[config.mk]
export PLATFORM = sky130hd
export DESIGN_NAME = arb_mux_reg
export DESIGN_NICKNAME = d
export VERILOG_FILES = /design/src/rtl/arb_mux_pkg.sv /design/src/rtl/rr_arbiter.sv /design/src/rtl/arb_mux_reg.sv
export SDC_FILE = /design/constraint.sdc
export NUM_CORES = 1
export LEC_CHECK = 0
export CORE_UTILIZATION = 36
export DETAILED_ROUTE_END_ITERATION = 8
export PLACE_DENSITY = 0.79
export RECOVER_POWER = 100
export SLEW_MARGIN = 20
export SYNTH_ARGS = -nofsm -noshare
export SYNTH_HDL_FRONTEND = slang
export SYNTH_HIERARCHICAL = 1
export SYNTH_SLANG_ARGS = --single-unit
[constraint.sdc]
create_clock -name clk -period 5.84 [get_ports clk]
set_input_delay 0.876 -clock clk [delete_from_list [all_inputs] [get_ports clk]]
set_output_delay 0.876 -clock clk [all_outputs]
set_load 0.01 [all_outputs]
[src/rtl/arb_mux_pkg.sv]
// Shared constants for the arbitrated, registered channel selector.
package arb_mux_pkg;

  localparam logic [1:0] MODE_DIRECT = 2'b00;
  localparam logic [1:0] MODE_PRIO   = 2'b01;
  localparam logic [1:0] MODE_RR     = 2'b10;

endpackage

[src/rtl/rr_arbiter.sv]
// Combinational fixed-priority / round-robin grant finder; zero latency, no state.
// Mode 11 falls through to fixed priority, i.e. a search starting at channel 0.
module rr_arbiter
  import arb_mux_pkg::*;
#(
  parameter int NCH  = 7,
  parameter int SELW = $clog2(NCH)
) (
  input  logic [NCH-1:0]  i_req,
  input  logic [SELW-1:0] i_ptr,
  input  logic [1:0]      i_mode,
  output logic [SELW-1:0] o_gnt,
  output logic            o_gnt_vld
);

  logic [SELW-1:0] w_start;
  logic [SELW:0]   w_sum;
  logic [SELW:0]   w_idx;

  assign w_start = (i_mode == MODE_RR) ? i_ptr : '0;

  // Walk from the farthest offset back to the start so the nearest request wins.
  always_comb begin
    o_gnt     = '0;
    o_gnt_vld = 1'b0;
    w_sum     = '0;
    w_idx     = '0;
    for (int k = NCH - 1; k >= 0; k--) begin
      w_sum = {1'b0, w_start} + (SELW + 1)'(k);
      w_idx = (w_sum >= (SELW + 1)'(NCH)) ? (w_sum - (SELW + 1)'(NCH)) : w_sum;
      if (i_req[w_idx[SELW-1:0]]) begin
        o_gnt     = w_idx[SELW-1:0];
        o_gnt_vld = 1'b1;
      end
    end
  end

endmodule

[src/rtl/arb_mux_reg.sv]
// Selects one of NCH channels into a one-entry output register; 1-cycle latency.
// Full-rate pass-through: a new load is accepted whenever the register is empty or draining.
module arb_mux_reg
  import arb_mux_pkg::*;
#(
  parameter int WIDTH = 32,
  parameter int NCH   = 7,
  parameter int SELW  = $clog2(NCH)
) (
  input  logic                 clk,
  input  logic                 rst,
  input  logic [1:0]           mode,
  input  logic [SELW-1:0]      sel,
  input  logic [NCH-1:0]       in_valid,
  input  logic [NCH*WIDTH-1:0] in_data,
  output logic [NCH-1:0]       in_ready,
  output logic                 out_valid,
  output logic [WIDTH-1:0]     out_data,
  output logic [SELW-1:0]      out_chan,
  input  logic                 out_ready,
  input  logic                 err_clr,
  output logic                 err_sel
);

  logic             r_out_valid;
  logic [WIDTH-1:0] r_out_data;
  logic [SELW-1:0]  r_out_chan;
  logic [SELW-1:0]  r_rr_ptr;
  logic             r_err_sel;

  logic             w_load_en;
  logic             w_sel_ok;
  logic             w_dir_vld;
  logic [SELW-1:0]  w_arb_gnt;
  logic             w_arb_vld;
  logic [SELW-1:0]  w_gnt;
  logic             w_gnt_vld;
  logic             w_xfer;
  logic [WIDTH-1:0] w_data;

  assign w_load_en = !r_out_valid || out_ready;
  assign w_sel_ok  = ({1'b0, sel} < (SELW + 1)'(NCH));

  always_comb begin
    w_dir_vld = 1'b0;
    for (int i = 0; i < NCH; i++) begin
      if ((sel == SELW'(i)) && in_valid[i]) begin
        w_dir_vld = 1'b1;
      end
    end
  end

  rr_arbiter #(
    .NCH  (NCH),
    .SELW (SELW)
  ) u_arb (
    .i_req     (in_valid),
    .i_ptr     (r_rr_ptr),
    .i_mode    (mode),
    .o_gnt     (w_arb_gnt),
    .o_gnt_vld (w_arb_vld)
  );

  assign w_gnt     = (mode == MODE_DIRECT) ? sel       : w_arb_gnt;
  assign w_gnt_vld = (mode == MODE_DIRECT) ? w_dir_vld : w_arb_vld;
  assign w_xfer    = w_load_en && w_gnt_vld;

  // Ready is forced low during reset so no source believes it was accepted.
  always_comb begin
    in_ready = '0;
    w_data   = '0;
    for (int i = 0; i < NCH; i++) begin
      if (w_gnt == SELW'(i)) begin
        in_ready[i] = w_xfer && !rst;
        w_data      = in_data[i*WIDTH +: WIDTH];
      end
    end
  end

  always_ff @(posedge clk or posedge rst) begin
    if (rst) begin
      r_out_valid <= 1'b0;
      r_out_data  <= '0;
      r_out_chan  <= '0;
      r_rr_ptr    <= '0;
    end else if (w_load_en) begin
      r_out_valid <= w_xfer;
      if (w_xfer) begin
        r_out_data <= w_data;
        r_out_chan <= w_gnt;
        if (mode == MODE_RR) begin
          r_rr_ptr <= (w_gnt == SELW'(NCH - 1)) ? '0 : (w_gnt + SELW'(1));
        end
      end
    end
  end

  // Set wins over clear so an error coincident with err_clr is never lost.
  always_ff @(posedge clk or posedge rst) begin
    if (rst) begin
      r_err_sel <= 1'b0;
    end else if ((mode == MODE_DIRECT) && !w_sel_ok && w_load_en) begin
      r_err_sel <= 1'b1;
    end else if (err_clr) begin
      r_err_sel <= 1'b0;
    end
  end

  assign out_valid = r_out_valid;
  assign out_data  = r_out_data;
  assign out_chan  = r_out_chan;
  assign err_sel   = r_err_sel;

endmodule

======== Yosys cells after proc, flatten, opt, wreduce, memory -nomap -nowiden ========
Index checks and enable logic that the tools add are counted.
word-level totals
  word-level logic and storage cells ...... 130
  output and inout bits ................... 44
  input port bits ......................... 240
  flip-flop bits (word level) ............. 40
cells by class
  $add $sub $neg .......................... 14
  eq/ne operators ......................... 13
  $lt $le $gt $ge ......................... 15
  reduce and logical (&&, ||, !) cells .... 21
  multiplexer cells ....................... 62
operators by type and width
  cell                                                                                  number
  32-bit two-way mux                                                                    7
  3-bit two-way mux                                                                     17
  1-bit two-way mux                                                                     31
  3-bit by 4-bit < comparator with 1-bit output (second input constant)                 7
  4-bit by 3-bit greater-or-equal comparator with 1-bit output (second input constant)  6
  1-bit binary-select mux with 3-bit select                                             7
  3-bit subtractor (second input constant)                                              7
  3-bit == test (second input constant)                                                 6
  3-bit by 3-bit adder with 4-bit output (second input constant)                        3
  3-bit by 2-bit == test with 1-bit output (second input constant)                      4
  1-bit logical AND                                                                     11
  3-bit by 2-bit adder with 4-bit output (second input constant)                        2
  3-bit by 1-bit == test with 1-bit output (second input constant)                      2
  3-bit zero test                                                                       2
  3-bit by 1-bit adder with 4-bit output (second input constant)                        1
  3-bit by 1-bit adder with 3-bit output (second input constant)                        1
  3-bit greater-or-equal comparator (second input constant)                             1
  1-bit zero test                                                                       3
  3-bit < comparator (second input constant)                                            1
  3-bit AND reduction                                                                   1
  2-bit == test (second input constant)                                                 1
  2-bit zero test                                                                       1
  2-bit AND reduction                                                                   1
  2-bit nonzero test                                                                    1
  1-bit logical OR                                                                      1

======== Longest topological paths before layout ========
Gate-level depths: netlist (run 1).
  depth in word-level cells ............... 23
  mapped depth ............................ 24
  depth with buffers taken out ............ 21

======== Hierarchy ========
Netlist (run 1), hierarchy kept.
by module, submodules not included
  module       cells each  instances  seq. area each (sq um)  area an instance (sq um)
  arb_mux_reg  545         1          1001.0                  3741.1
  rr_arbiter   174         1          0.0                     1305.0

======== Least setup slack after synthesis (run 1) ========
OpenSTA, ideal clock, no wires.
  path kind ............................... input port to output port
  start ................................... input port mode[0]
  end ..................................... output port in_ready[3]
  arrival ................................. 5.474 ns
  path slack .............................. -0.510 ns
  stages on the path ...................... 19
  data required time ...................... 4.964 ns
  buffers on the path ..................... 4
  cell sequence ........................... nand3b_1 > inv_2 > ha_1 > ha_1 > a21o_4 > mux2i_2 > mux2i_1 > mux2i_1 > mux2_4 > or4b_1 > o311ai_1 > mux2i_4 > buf_2 > buf_2 > nor2_1 > ha_1 > clkbuf_1 > clkbuf_1 > nor3b_1
between the ends
  elaborated cells on any way between the ends .. 64
  classes of those cells .................. 13 x add/sub; 7 x order compare; 2 x eq/ne; 39 x mux; 3 x reduce/logical
RTL lines
  what                                                                                              line               source
  from (decl)                                                                                       arb_mux_reg.sv:12  input logic [1:0] mode,
  2-bit == test *                                                                                   rr_arbiter.sv:20   assign w_start = (i_mode == MODE_RR) ? i_ptr : '0;
  3-bit two-way mux *                                                                               rr_arbiter.sv:20
  3-bit by 3-bit adder with 4-bit output                                                            rr_arbiter.sv:29   w_sum = {1'b0, w_start} + (SELW + 1)'(k);
  4-bit by 3-bit greater-or-equal comparator with 1-bit output or 3-bit subtractor (tied branches)  rr_arbiter.sv:30   w_idx = (w_sum >= (SELW + 1)'(NCH)) ? (w_sum - (SELW + 1)'(NCH)) : w_sum;
  3-bit two-way mux                                                                                 rr_arbiter.sv:30
  1-bit binary-select mux with 3-bit select                                                         rr_arbiter.sv:31   if (i_req[w_idx[SELW-1:0]]) begin
  1-bit two-way mux (implied by the code)                                                           rr_arbiter.sv:31
  3-bit two-way mux (6 in a row)                                                                    rr_arbiter.sv:31
  3-bit two-way mux *                                                                               rr_arbiter.sv:31
  named net w_arb_gnt[0]                                                                            arb_mux_reg.sv:34  logic [SELW-1:0] w_arb_gnt;
  3-bit two-way mux *                                                                               arb_mux_reg.sv:64  assign w_gnt = (mode == MODE_DIRECT) ? sel : w_arb_gnt;
  3-bit by 2-bit == test with 1-bit output *                                                        arb_mux_reg.sv:73  if (w_gnt == SELW'(i)) begin
  1-bit two-way mux *                                                                               arb_mux_reg.sv:73
  to (decl)                                                                                         arb_mux_reg.sv:16  output logic [NCH-1:0] in_ready,
Mark *: on every way through the listed nets, which the timed path passes. The rest lies on a longest branch. The select of a mux whose other input is x is not followed.

======== Final worst setup path (run 1) ========
  start ................................... input port mode[0]
  end ..................................... output port in_ready[2]
between the ends
  longest elaborated chain between the ends .. 18
  elaborated cells on any way between the ends .. 64
  classes of those cells .................. 13 x add/sub; 7 x order compare; 2 x eq/ne; 39 x mux; 3 x reduce/logical
ends and longest elaborated chain
  what                                                                                              line               source
  2-bit == test *                                                                                   rr_arbiter.sv:20
  3-bit two-way mux *                                                                               rr_arbiter.sv:20
  3-bit by 3-bit adder with 4-bit output                                                            rr_arbiter.sv:29
  4-bit by 3-bit greater-or-equal comparator with 1-bit output or 3-bit subtractor (tied branches)  rr_arbiter.sv:30
  3-bit two-way mux                                                                                 rr_arbiter.sv:30
  1-bit binary-select mux with 3-bit select                                                         rr_arbiter.sv:31
  1-bit two-way mux (implied by the code)                                                           rr_arbiter.sv:31
  1-bit two-way mux (6 in a row)                                                                    rr_arbiter.sv:31
  1-bit two-way mux *                                                                               rr_arbiter.sv:31
  named net w_arb_vld                                                                               arb_mux_reg.sv:35  logic w_arb_vld;
  1-bit two-way mux *                                                                               arb_mux_reg.sv:65  assign w_gnt_vld = (mode == MODE_DIRECT) ? w_dir_vld : w_arb_vld;
  1-bit logical AND *                                                                               arb_mux_reg.sv:66  assign w_xfer = w_load_en && w_gnt_vld;
  1-bit logical AND *                                                                               arb_mux_reg.sv:74  in_ready[i] = w_xfer && !rst;
  1-bit two-way mux *                                                                               arb_mux_reg.sv:73
Marked as above.

==> flow_metrics.env, run 1 <==
export IMPL_post_synth_num_cell_types=76
export IMPL_clock_tree_buffer_depth=2
export IMPL_ff2ff_path_depth=23
export IMPL_via_count=6975
export IMPL_cp_arrival_ps=4710
export IMPL_cp_slowest_cell="or4_4"
export IMPL_place_detailed_hpwl_um=18700
export IMPL_total_leakage_power_nw=3.68
export IMPL_netlist_area_um2=5050
export IMPL_finish_instance_area_um2=8780
export IMPL_synth_seq_area_share=0.198
export IMPL_worst_path_buf_inv=6
export IMPL_clock_tree_from_tritoncts="built"
export IMPL_detailedRoute_firstIterationViolations=645
export IMPL_syn_num_nets=969
export IMPL_ff2ff_setup_slack_ps=710
export IMPL_worst_r2r_endpoint="out_data[21]"
export IMPL_rsz0062_at_grt="no"
export IMPL_synth_top_flop_cell="dfrtp_1"
export IMPL_clkSlewWorstSetupHoldPaths_ps=70
export IMPL_synthesis_area_per_instance_um2=7.02
export IMPL_globalplace_congestion=1.08
export IMPL_preCtsSetupSlack_ps=-422
export IMPL_power_density_nw_per_um2=356
export IMPL_worst_slack_ps=258
export IMPL_clk_tree_root_cell="clkbuf_16"
export IMPL_drive_gt1_frac=0.139
export IMPL_die_h_um=120
export IMPL_final_net_count=1282
export IMPL_synth_top_area_frac=0.198
export IMPL_tightest_slew_ps=1740
export IMPL_cts_htree_levels=2
export IMPL_status="finished, violations left"
export IMPL_synth_most_common_cell="nand2_1"
export IMPL_placedInstanceArea_um2=8540
export IMPL_post_synth_main_area_contributors="dfrtp_1 (20%), a21oi_1 (11%), nand2_1 (8.6%), a221oi_1 (5.2%), o32ai_1 (5.2%)"
export IMPL_critPathMaxStageDelay_ps=550
export IMPL_avgViaCountPerCell=5.76
export IMPL_die_area_um2=14500
export IMPL_post_drt_wl_per_cell_um=20.6
export IMPL_antenna_found_initial=1
export IMPL_drtPass1Iterations=6
export IMPL_netlist_top_cells_count="nand2_1 (115), a21oi_1 (111), nor2_1 (46)"
export IMPL_port_buffer_count=283
export IMPL_final_min_period_over_clock_period=0.956
export IMPL_hold_violations=0
export IMPL_path_cells="dlymetal6s2s_1 -> nand3b_1 -> buf_4 -> buf_4 -> fa_1 -> inv_1 -> xnor2_2 -> mux2i_1 -> o31ai_1 -> buf_4 -> or4b_4 -> or4_4 -> o21ai_4 -> nand2b_4 -> or3_4 -> nor2_1 -> dlygate4sd2_1"
export IMPL_fin_total_pwr_w=0.00312
export IMPL_placed_cells=1198
export IMPL_rows=42
export IMPL_synth_async_reset_ratio=1.00
export IMPL_hold_class="register to register"
export IMPL_boundaryPins=284
export IMPL_fp_dieW_um=120
export IMPL_synth_seq_cells=40
export IMPL_synthesis_instances=719
export IMPL_core_area_um2=13500
export IMPL_final_min_clock_period_ps=5580
export IMPL_grt_util_all_layers=0.336
export IMPL_report_final_setup_viol=0
export IMPL_tritoncts_num_buffers=5
export IMPL_fmax_mhz=179
export IMPL_final_instance_count_without_filler_cells=1210
export IMPL_start_util=0.375
export IMPL_ir_drop_worst_case_vdd_uv=179
export IMPL_clock_skew_ps=7.58
export IMPL_drt_total_wl_um=24900
export IMPL_violations_in_the_final_reports="capacitance limit, slew limit"
export IMPL_startpoint_type="input pin"
export IMPL_min_delay_endpoint="out_data[0]"
export IMPL_worst_slack_on_hold_paths_ps=476
export IMPL_holdPathStages=2
export IMPL_path_delay_family="simple AND/OR/NAND/NOR gates"
export IMPL_worstPathRequired_ps=4960
export IMPL_worstReg2RegStart="r_rr_ptr[1]"
export IMPL_ys_warnings_count=6
export IMPL_slew_viol_final=57
export IMPL_globalRouteOverflowTotal=0
export IMPL_vias_in_the_first_global_route=6702
export IMPL_max_transition_margin=-0.163
export IMPL_clkLatencyLatePin_ps=290
export IMPL_wire_length_of_the_first_global_routing_pass_um=37600
export IMPL_grt_max_degree=63
export IMPL_setup_worst_path_end_class="output port"
export IMPL_synth_top_area_cell="dfrtp_1"
export IMPL_synth_edff_count=0
export IMPL_drt_drc_violations_left=0
export IMPL_maximum_fanout_encountered_on_the_critical_timing_path=3
export IMPL_synthToLayoutAreaGrowth_pct=73.9
export IMPL_drv_max_cap_violation_count=2
export IMPL_min_from="out_data[0]"
export IMPL_crit_top_cell="buf_4"
export IMPL_final_antenna_net_count=0
export IMPL_numClockSinks=40
export IMPL_worst_setup_path_type="input pin to output port"
==> timing repair <==
action,in CTS,in global routing
endpoints found under the setup margin,7,23
resized for setup,22,18
pin swaps,3,2
cloned,0,0
setup buffers,1,2
hold buffers,0,0
==> layout make-up <==
cell class / count / area [um2]
diodes: 1 / 2.50
clock buffers: 5 / 125
clock inverters: 3 / 18.8
fillers: 1210 / 4680
inverters: 45 / 170
multi-input cells: 571 / 3700
flip-flops and latches: 40 / 1000
well taps: 176 / 220
repair buffers: 369 / 3540
==> worst register-to-register path: stages (launching register included) <==
cell	delay, ps
dfrtp_1	410
nand3b_1	140
buf_4	140
ha_1	170
inv_1	60
fa_1	380
buf_4	170
o21ai_1	170
inv_1	80
o31ai_1	460
nor3b_1	90
or3b_1	380
a41oi_1	250
a211o_1	280
buf_4	160
mux2i_4	70
ha_1	290
buf_4	140
nand2b_1	170
buf_12	190
a221oi_1	330
o32ai_1	170
buf_4	200
o21ai_0	140
==> per-layer routing <==
layer  GRT usage  part of all wire
met1       0.454              0.41
met4       0.114             0.029
met5           0                 0
met3      0.0684              0.10
met2       0.533              0.46
==> kinds of logic (layout without fill, tap and decap cells) <==
logic type	after synthesis	count (layout)	share of synthesized area
xor+xnor	6	6	0.0104
simple gates	228	228	0.214
mux	36	36	0.0907
flops	40	40	0.198
compound gates	291	291	0.364
buf+inv	108	422	0.0960
fa+ha+maj	10	10	0.0263
other cells	0	1	0
==> power by group <==
| group | switching, W | total [W] | internal [W] |
|---|---|---|---|
| Sequential | 0.0000752 | 0.000476 | 0.000401 |
| Combinational | 0.00127 | 0.00237 | 0.00110 |
| Clock | 0.000122 | 0.000280 | 0.000158 |
==> through the flow <==
stage	TNS [ps]	util
2_1_floorplan	0	-
3_3_place_gp	-2100	0.635
3_5_place_dp	-3000	0.635
4_1_cts	0	0.649
5_1_grt	0	0.652
6_report	0	0.652
==> layout by cell type (no fill, tap or decap), types with 30 or more instances in the layout <==
master and instances:
clkdlybuf4s50_1 236, nand2_1 115, a21oi_1 110, buf_4 77, o21ai_0 55, nor2_1 47, inv_1 43, dfrtp_1 40
dlygate4sd3_1 38, a221oi_1 30, o32ai_1 30
==> worst max-delay path by stage <==
stage	startpoint	endpoint	slack, ps	depth (start not counted)
global placement	mode[0]	in_ready[0]	-330	17
finish	mode[0]	in_ready[2]	260	17
detailed placement	mode[0]	in_ready[0]	-420	17
CTS	mode[0]	in_ready[3]	6	17
global route	mode[0]	out_data[24]	100	23
floorplan	mode[0]	in_ready[3]	20	19
==> registers in the layout, indices dropped and copies added, names as in the netlist <==
name and flops:
err_sel 1, out_data 32, out_valid 1, r_rr_ptr 3, out_chan 3
(Power assumes the default switching activity.)
==> inputs of run 2 (changes only) <==
Settings changed: CORE_UTILIZATION 36 to 43, PLACE_DENSITY 0.79 to 0.89.
Clock period 5.84 ns to 6.77 ns, I/O delays scaled along.
==> flow_metrics.env, run 2 (synthesis results as in run 1) <==
export IMPL_drv_max_cap_violation_count=1
export IMPL_synthToLayoutAreaGrowth_pct=65.7
export IMPL_clock_skew_ps=10.4
export IMPL_start_util=0.442
export IMPL_die_area_um2=12200
export IMPL_fmax_mhz=152
export IMPL_antenna_cells_inserted=0
export IMPL_clock_tree_buffer_depth=2
export IMPL_core_area_um2=11400
export IMPL_maximum_fanout_encountered_on_the_critical_timing_path=7
export IMPL_report_final_setup_viol=0
export IMPL_clkLatencyLatePin_ps=290
export IMPL_final_net_count=1243
export IMPL_globalRouteOverflowTotal=0
export IMPL_rows=39
export IMPL_port_buffer_count=283
export IMPL_fp_dieW_um=110
export IMPL_numClockSinks=40
export IMPL_most_used_cells_in_the_layout_excluding_fill_and_tap_cells="clkdlybuf4s50_1 (240), nand2_1 (115), a21oi_1 (111)"
export IMPL_sequential_cell_area_um2=1000
export IMPL_clk_tree_root_cell="clkbuf_16"
export IMPL_drive_gt1_frac=0.0976
export IMPL_clock_tree_from_tritoncts="built"
export IMPL_violations_in_the_final_reports="capacitance limit, slew limit"
export IMPL_max_transition_margin=-0.0907
export IMPL_cp_arrival_ps=5560
export IMPL_power_density_nw_per_um2=313
export IMPL_boundaryPins=284
export IMPL_drt_total_wl_um=25000
export IMPL_final_min_period_over_clock_period=0.972
export IMPL_tritoncts_num_buffers=5
export IMPL_ir_drop_worst_case_vdd_uv=238
export IMPL_status="finished, violations left"
export IMPL_cts_hold_buf=0
export IMPL_setup_worst_path_end_class="output port"
export IMPL_drtPass1Iterations=7
export IMPL_globalplace_congestion=1.06
export IMPL_critPathMaxStageDelay_ps=580
export IMPL_worst_slack_on_hold_paths_ps=480
export IMPL_final_antenna_net_count=0
export IMPL_die_h_um=110
export IMPL_most_frequent_standard_cell_in_the_layout_excluding_fill_and_tap_cells="clkdlybuf4s50_1"
export IMPL_cp_slowest_cell="or4b_1"
export IMPL_worst_setup_path_type="input pin to output port"
export IMPL_largest_reg_flops=32
export IMPL_avgViaCountPerCell=6.14
export IMPL_clock_power_share=0.110
export IMPL_filler_cell_count=933
export IMPL_path_delay_family="simple AND/OR/NAND/NOR gates"
export IMPL_clkSlewWorstSetupHoldPaths_ps=70
export IMPL_p_int_w=0.00136
export IMPL_via_count=6983
export IMPL_multiInputGateArea_um2=3640
export IMPL_worst_path_buf_inv=3
export IMPL_detailedRoute_firstIterationViolations=874
export IMPL_antenna_found_initial=0
export IMPL_grt_util_all_layers=0.393
export IMPL_worstPathRequired_ps=5750
export IMPL_vias_in_the_first_global_route=6352
export IMPL_post_drt_wl_per_cell_um=22.0
export IMPL_startpoint_type="input pin"
export IMPL_total_switching_power_w=0.00126
export IMPL_p_sw_frac=0.481
export IMPL_place_detailed_hpwl_um=18300
export IMPL_path_cells="clkdlybuf4s50_1 -> nand3b_2 -> clkinv_2 -> ha_1 -> ha_1 -> a21o_4 -> mux2i_4 -> mux2i_1 -> a21oi_1 -> mux2_4 -> or4b_1 -> or4_1 -> o21ai_1 -> nand2b_2 -> or3_1 -> nor2_1 -> clkdlybuf4s50_1"
export IMPL_seqPwrFrac=0.161
export IMPL_hold_violations=0
export IMPL_postLayoutCoreUtil=0.732
export IMPL_hold_class="register to register"
export IMPL_final_min_clock_period_ps=6580
export IMPL_share_comb_of_total_power=0.729
export IMPL_slew_viol_final=41
export IMPL_drt_drc_violations_left=0
export IMPL_tns_ps=0
export IMPL_total_leakage_power_nw=3.45
export IMPL_cts_htree_levels=2
export IMPL_wire_length_of_the_first_global_routing_pass_um=35700
export IMPL_tightest_slew_ps=1630
export IMPL_grt_max_degree=66
[run 2: cell count changes in the layout (fill, tap and decap cells not counted), moves of 3 or more]
| cell | delta |
|---|---|
| clkbuf_1 | +3 |
| clkdlybuf4s50_1 | +4 |
| clkdlybuf4s15_1 | -3 |
| buf_4 | -37 |
| buf_12 | -3 |
[run 2: tightest hold or removal path, delay by kind of cell (launching register included)]
| family | cells | cell delay, ps |
|---|---|---|
| AOI/OAI and AO/OA | 1 | 60 |
| DFF | 1 | 340 |
| and+or+nand+nor | 1 | 50 |
[run 2: path summary, 6_finish.rpt]
path                             start      endpoint  slack, ps  depth (start not counted)
hold reg to reg            out_chan[2]   out_chan[2]        480                          2
setup reg to reg           r_rr_ptr[0]  out_data[13]        970                         19
max in group asynchronous          rst  out_data[24]       3950                          2
min in group asynchronous          rst       err_sel       1860                          2
setup / recovery               mode[0]   in_ready[0]        190                         17
hold / removal             out_chan[2]   out_chan[2]        480                          2
[run 2: cell type report]
type,instances,share of cell area
Multi-Input combinational cell,571,0.435
Timing Repair Buffer,330,0.383
Sequential cell,40,0.120
Tap cell,143,0.0214
Inverter,45,0.0204
Clock buffer,5,0.0150
Clock inverter,3,0.00554
[run 2: metrics by stage]
stage	worst slack (ps)	power (W)	area (um2)	std cells
2_1_floorplan	141	0.00150	5050	719
3_3_place_gp	166	0.00230	8150	1127
3_5_place_dp	104	0.00232	8150	1127
4_1_cts	84.0	0.00261	8320	1135
5_1_grt	-3.68	0.00277	8360	1137
6_report	190	0.00262	8360	1137
[run 2: repair_timing]
item | 4_1_cts | 5_1_grt
hold endpoints to repair | 0 | 0
setup endpoints to repair | 0 | 7
setup buffers | 0 | 2
gates resized for setup | 0 | 17
[run 2: power groups by stage]
stage               Clock (W)  Sequential, W  Combinational (W)
floorplan                   0       0.000454            0.00104
global placement            0       0.000424            0.00188
detailed placement          0       0.000422            0.00190
CTS                  0.000290       0.000424            0.00190
global route         0.000297       0.000436            0.00204
finish               0.000288       0.000423            0.00191
[run 2: per-layer routing]
layer,routed length [um],global-route usage,vias up
li1,-,-,3180
met1,9590,0.517,3241
met2,11100,0.605,497
met3,3560,0.125,65
met4,764,0.135,0
met5,0,0,-
==> inputs of run 3 (changes only) <==
Settings changed: CORE_ASPECT_RATIO set to 2.
==> flow_metrics.env, run 3 (synthesis results as in run 1) <==
export IMPL_status="finished, violations left"
export IMPL_violations_in_the_final_reports="capacitance limit, slew limit"
export IMPL_share_comb_of_total_power=0.740
export IMPL_total_switching_power_w=0.00120
export IMPL_drt_total_wl_um=23600
export IMPL_ir_drop_worst_case_vdd_uv=239
export IMPL_most_frequent_standard_cell_in_the_layout_excluding_fill_and_tap_cells="clkdlybuf4s50_1"
export IMPL_cts_htree_levels=2
export IMPL_drtPass1Iterations=7
export IMPL_clkLatencyLatePin_ps=280
export IMPL_finish_instance_area_um2=8410
export IMPL_globalRouteOverflowTotal=0
export IMPL_final_min_period_over_clock_period=0.975
export IMPL_startpoint_type="input pin"
export IMPL_final_instance_count_without_filler_cells=1142
export IMPL_final_antenna_net_count=0
export IMPL_die_h_um=155
export IMPL_gr_usage_met1=0.417
export IMPL_met3_usage=0.0581
export IMPL_max_transition_margin=-0.0444
export IMPL_largest_reg_flops=32
export IMPL_drt_drc_violations_left=0
export IMPL_antenna_cells_inserted=0
export IMPL_worst_setup_path_type="input pin to output port"
export IMPL_avgViaCountPerCell=6.08
export IMPL_grt_util_all_layers=0.383
export IMPL_core_area_um2=11400
export IMPL_port_buffer_count=283
export IMPL_seqPwrFrac=0.164
export IMPL_worstPathRequired_ps=5750
export IMPL_numClockSinks=40
export IMPL_tritoncts_num_buffers=5
export IMPL_clkSlewWorstSetupHoldPaths_ps=60
export IMPL_drv_max_cap_violation_count=1
export IMPL_clock_skew_ps=3.21
export IMPL_boundaryPins=284
export IMPL_total_leakage_power_nw=3.45
export IMPL_die_area_um2=12200
export IMPL_setup_worst_path_end_class="output port"
export IMPL_vias_in_the_first_global_route=6917
export IMPL_final_net_count=1249
export IMPL_maximum_fanout_encountered_on_the_critical_timing_path=11
export IMPL_antenna_found_initial=0
export IMPL_clock_power_share=0.097
export IMPL_detailedRoute_firstIterationViolations=661
export IMPL_drive_gt1_frac=0.103
export IMPL_grt_met2_usage=0.670
export IMPL_clock_tree_from_tritoncts="built"
export IMPL_placed_cells=1132
export IMPL_hold_violations=0
export IMPL_power_density_nw_per_um2=301
export IMPL_slew_viol_final=41
export IMPL_gr_max_usage_layer="met2"
export IMPL_post_drt_wl_per_cell_um=20.6
export IMPL_final_min_clock_period_ps=6600
export IMPL_most_used_cells_in_the_layout_excluding_fill_and_tap_cells="clkdlybuf4s50_1 (243), nand2_1 (115), a21oi_1 (111)"
export IMPL_synthToLayoutAreaGrowth_pct=66.6
export IMPL_grt_max_degree=67
export IMPL_hold_class="register to register"
export IMPL_globalplace_congestion=0.961
export IMPL_report_final_setup_viol=0
export IMPL_via_count=6938
export IMPL_p_int_w=0.00133
export IMPL_rows=55
export IMPL_placedInstanceArea_um2=8180
export IMPL_tightest_slew_ps=1560
export IMPL_cp_arrival_ps=5590
export IMPL_wire_length_of_the_first_global_routing_pass_um=35900
export IMPL_tns_ps=0
export IMPL_cts_hold_buf=0
export IMPL_fmax_mhz=151
export IMPL_start_util=0.444
export IMPL_fp_dieW_um=78.6
export IMPL_clk_tree_root_cell="clkbuf_16"
export IMPL_postLayoutCoreUtil=0.740
export IMPL_p_sw_frac=0.476
export IMPL_place_detailed_hpwl_um=17700
export IMPL_clock_tree_buffer_depth=2
run 3: cell types whose count changed in the layout (fill, tap and decap cells not counted), sizes merged:
cell / before / now
buf: 43 / 50
clkdlybuf4s50: 240 / 243
bufinv: 1 / 0
clkbuf: 12 / 11
dlymetal6s2s: 2 / 1
inv: 45 / 44
run 3: timing repair:
action,CTS,global route
pin swaps,0,3
resized for setup,3,17
endpoints found under the setup margin,3,7
buffers inserted,0,2
run 3: layer usage:
metal,vias up,routed length [um],part of all wire
met1,3208,8290,0.35
li1,3196,-,-
met3,102,1540,0.065
met5,-,0,0
met4,0,1560,0.066
met2,432,12200,0.52
run 3: worst paths after layout:
| path | start | endpoint | slack, ps | depth (start not counted) |
|---|---|---|---|---|
| worst max-delay path | mode[0] | in_ready[0] | 170 | 17 |
| worst min-delay path | out_data[4] | out_data[4] | 470 | 2 |
| worst max register to register | r_rr_ptr[0] | out_data[26] | 1010 | 21 |
| worst min register to register | out_data[4] | out_data[4] | 470 | 2 |
| max in group asynchronous | rst | out_data[0] | 4000 | 2 |
| min in group asynchronous | rst | out_valid | 1840 | 2 |
run 3: area by class of cell:
| type | instances | area, um2 |
|---|---|---|
| clock buffer | 7 | 143 |
| clock inverter | 1 | 7.51 |
| fill | 909 | 2950 |
| inverter | 45 | 170 |
| multi-input combinational | 571 | 3660 |
| sequential | 40 | 1000 |
| tap | 142 | 178 |
| timing repair buffer | 336 | 3240 |
run 3: critical path: stages:
cell and delay, ps:
clkdlybuf4s50_1 520, nand3b_2 160, clkinv_2 70, ha_1 210, ha_1 230, a21o_4 210, mux2i_4 260, mux2i_1 250
a21oi_1 120, mux2_4 300, or4b_1 590, or4_4 570, o21ai_2 170, nand2b_4 220, or3_1 160, nor2_1 50
clkdlybuf4s50_1 470
run 3: per-stage QoR:
step,total power (W),hold WS [ps],worst slack [ps]
global route,0.00269,490,-4.25
floorplan,0.00150,507,141
detailed placement,0.00227,466,-172
CTS,0.00253,488,47.9
finish,0.00253,473,166
global placement,0.00225,463,31.5
run 3: power groups by stage:
| stage | clock network (W) | logic (W) | registers (W) |
|---|---|---|---|
| finish | 0.000244 | 0.00187 | 0.000414 |
| global placement | 0 | 0.00183 | 0.000415 |
| floorplan | 0 | 0.00104 | 0.000454 |
| detailed placement | 0 | 0.00185 | 0.000420 |
| global route | 0.000256 | 0.00201 | 0.000425 |
| CTS | 0.000249 | 0.00187 | 0.000418 |
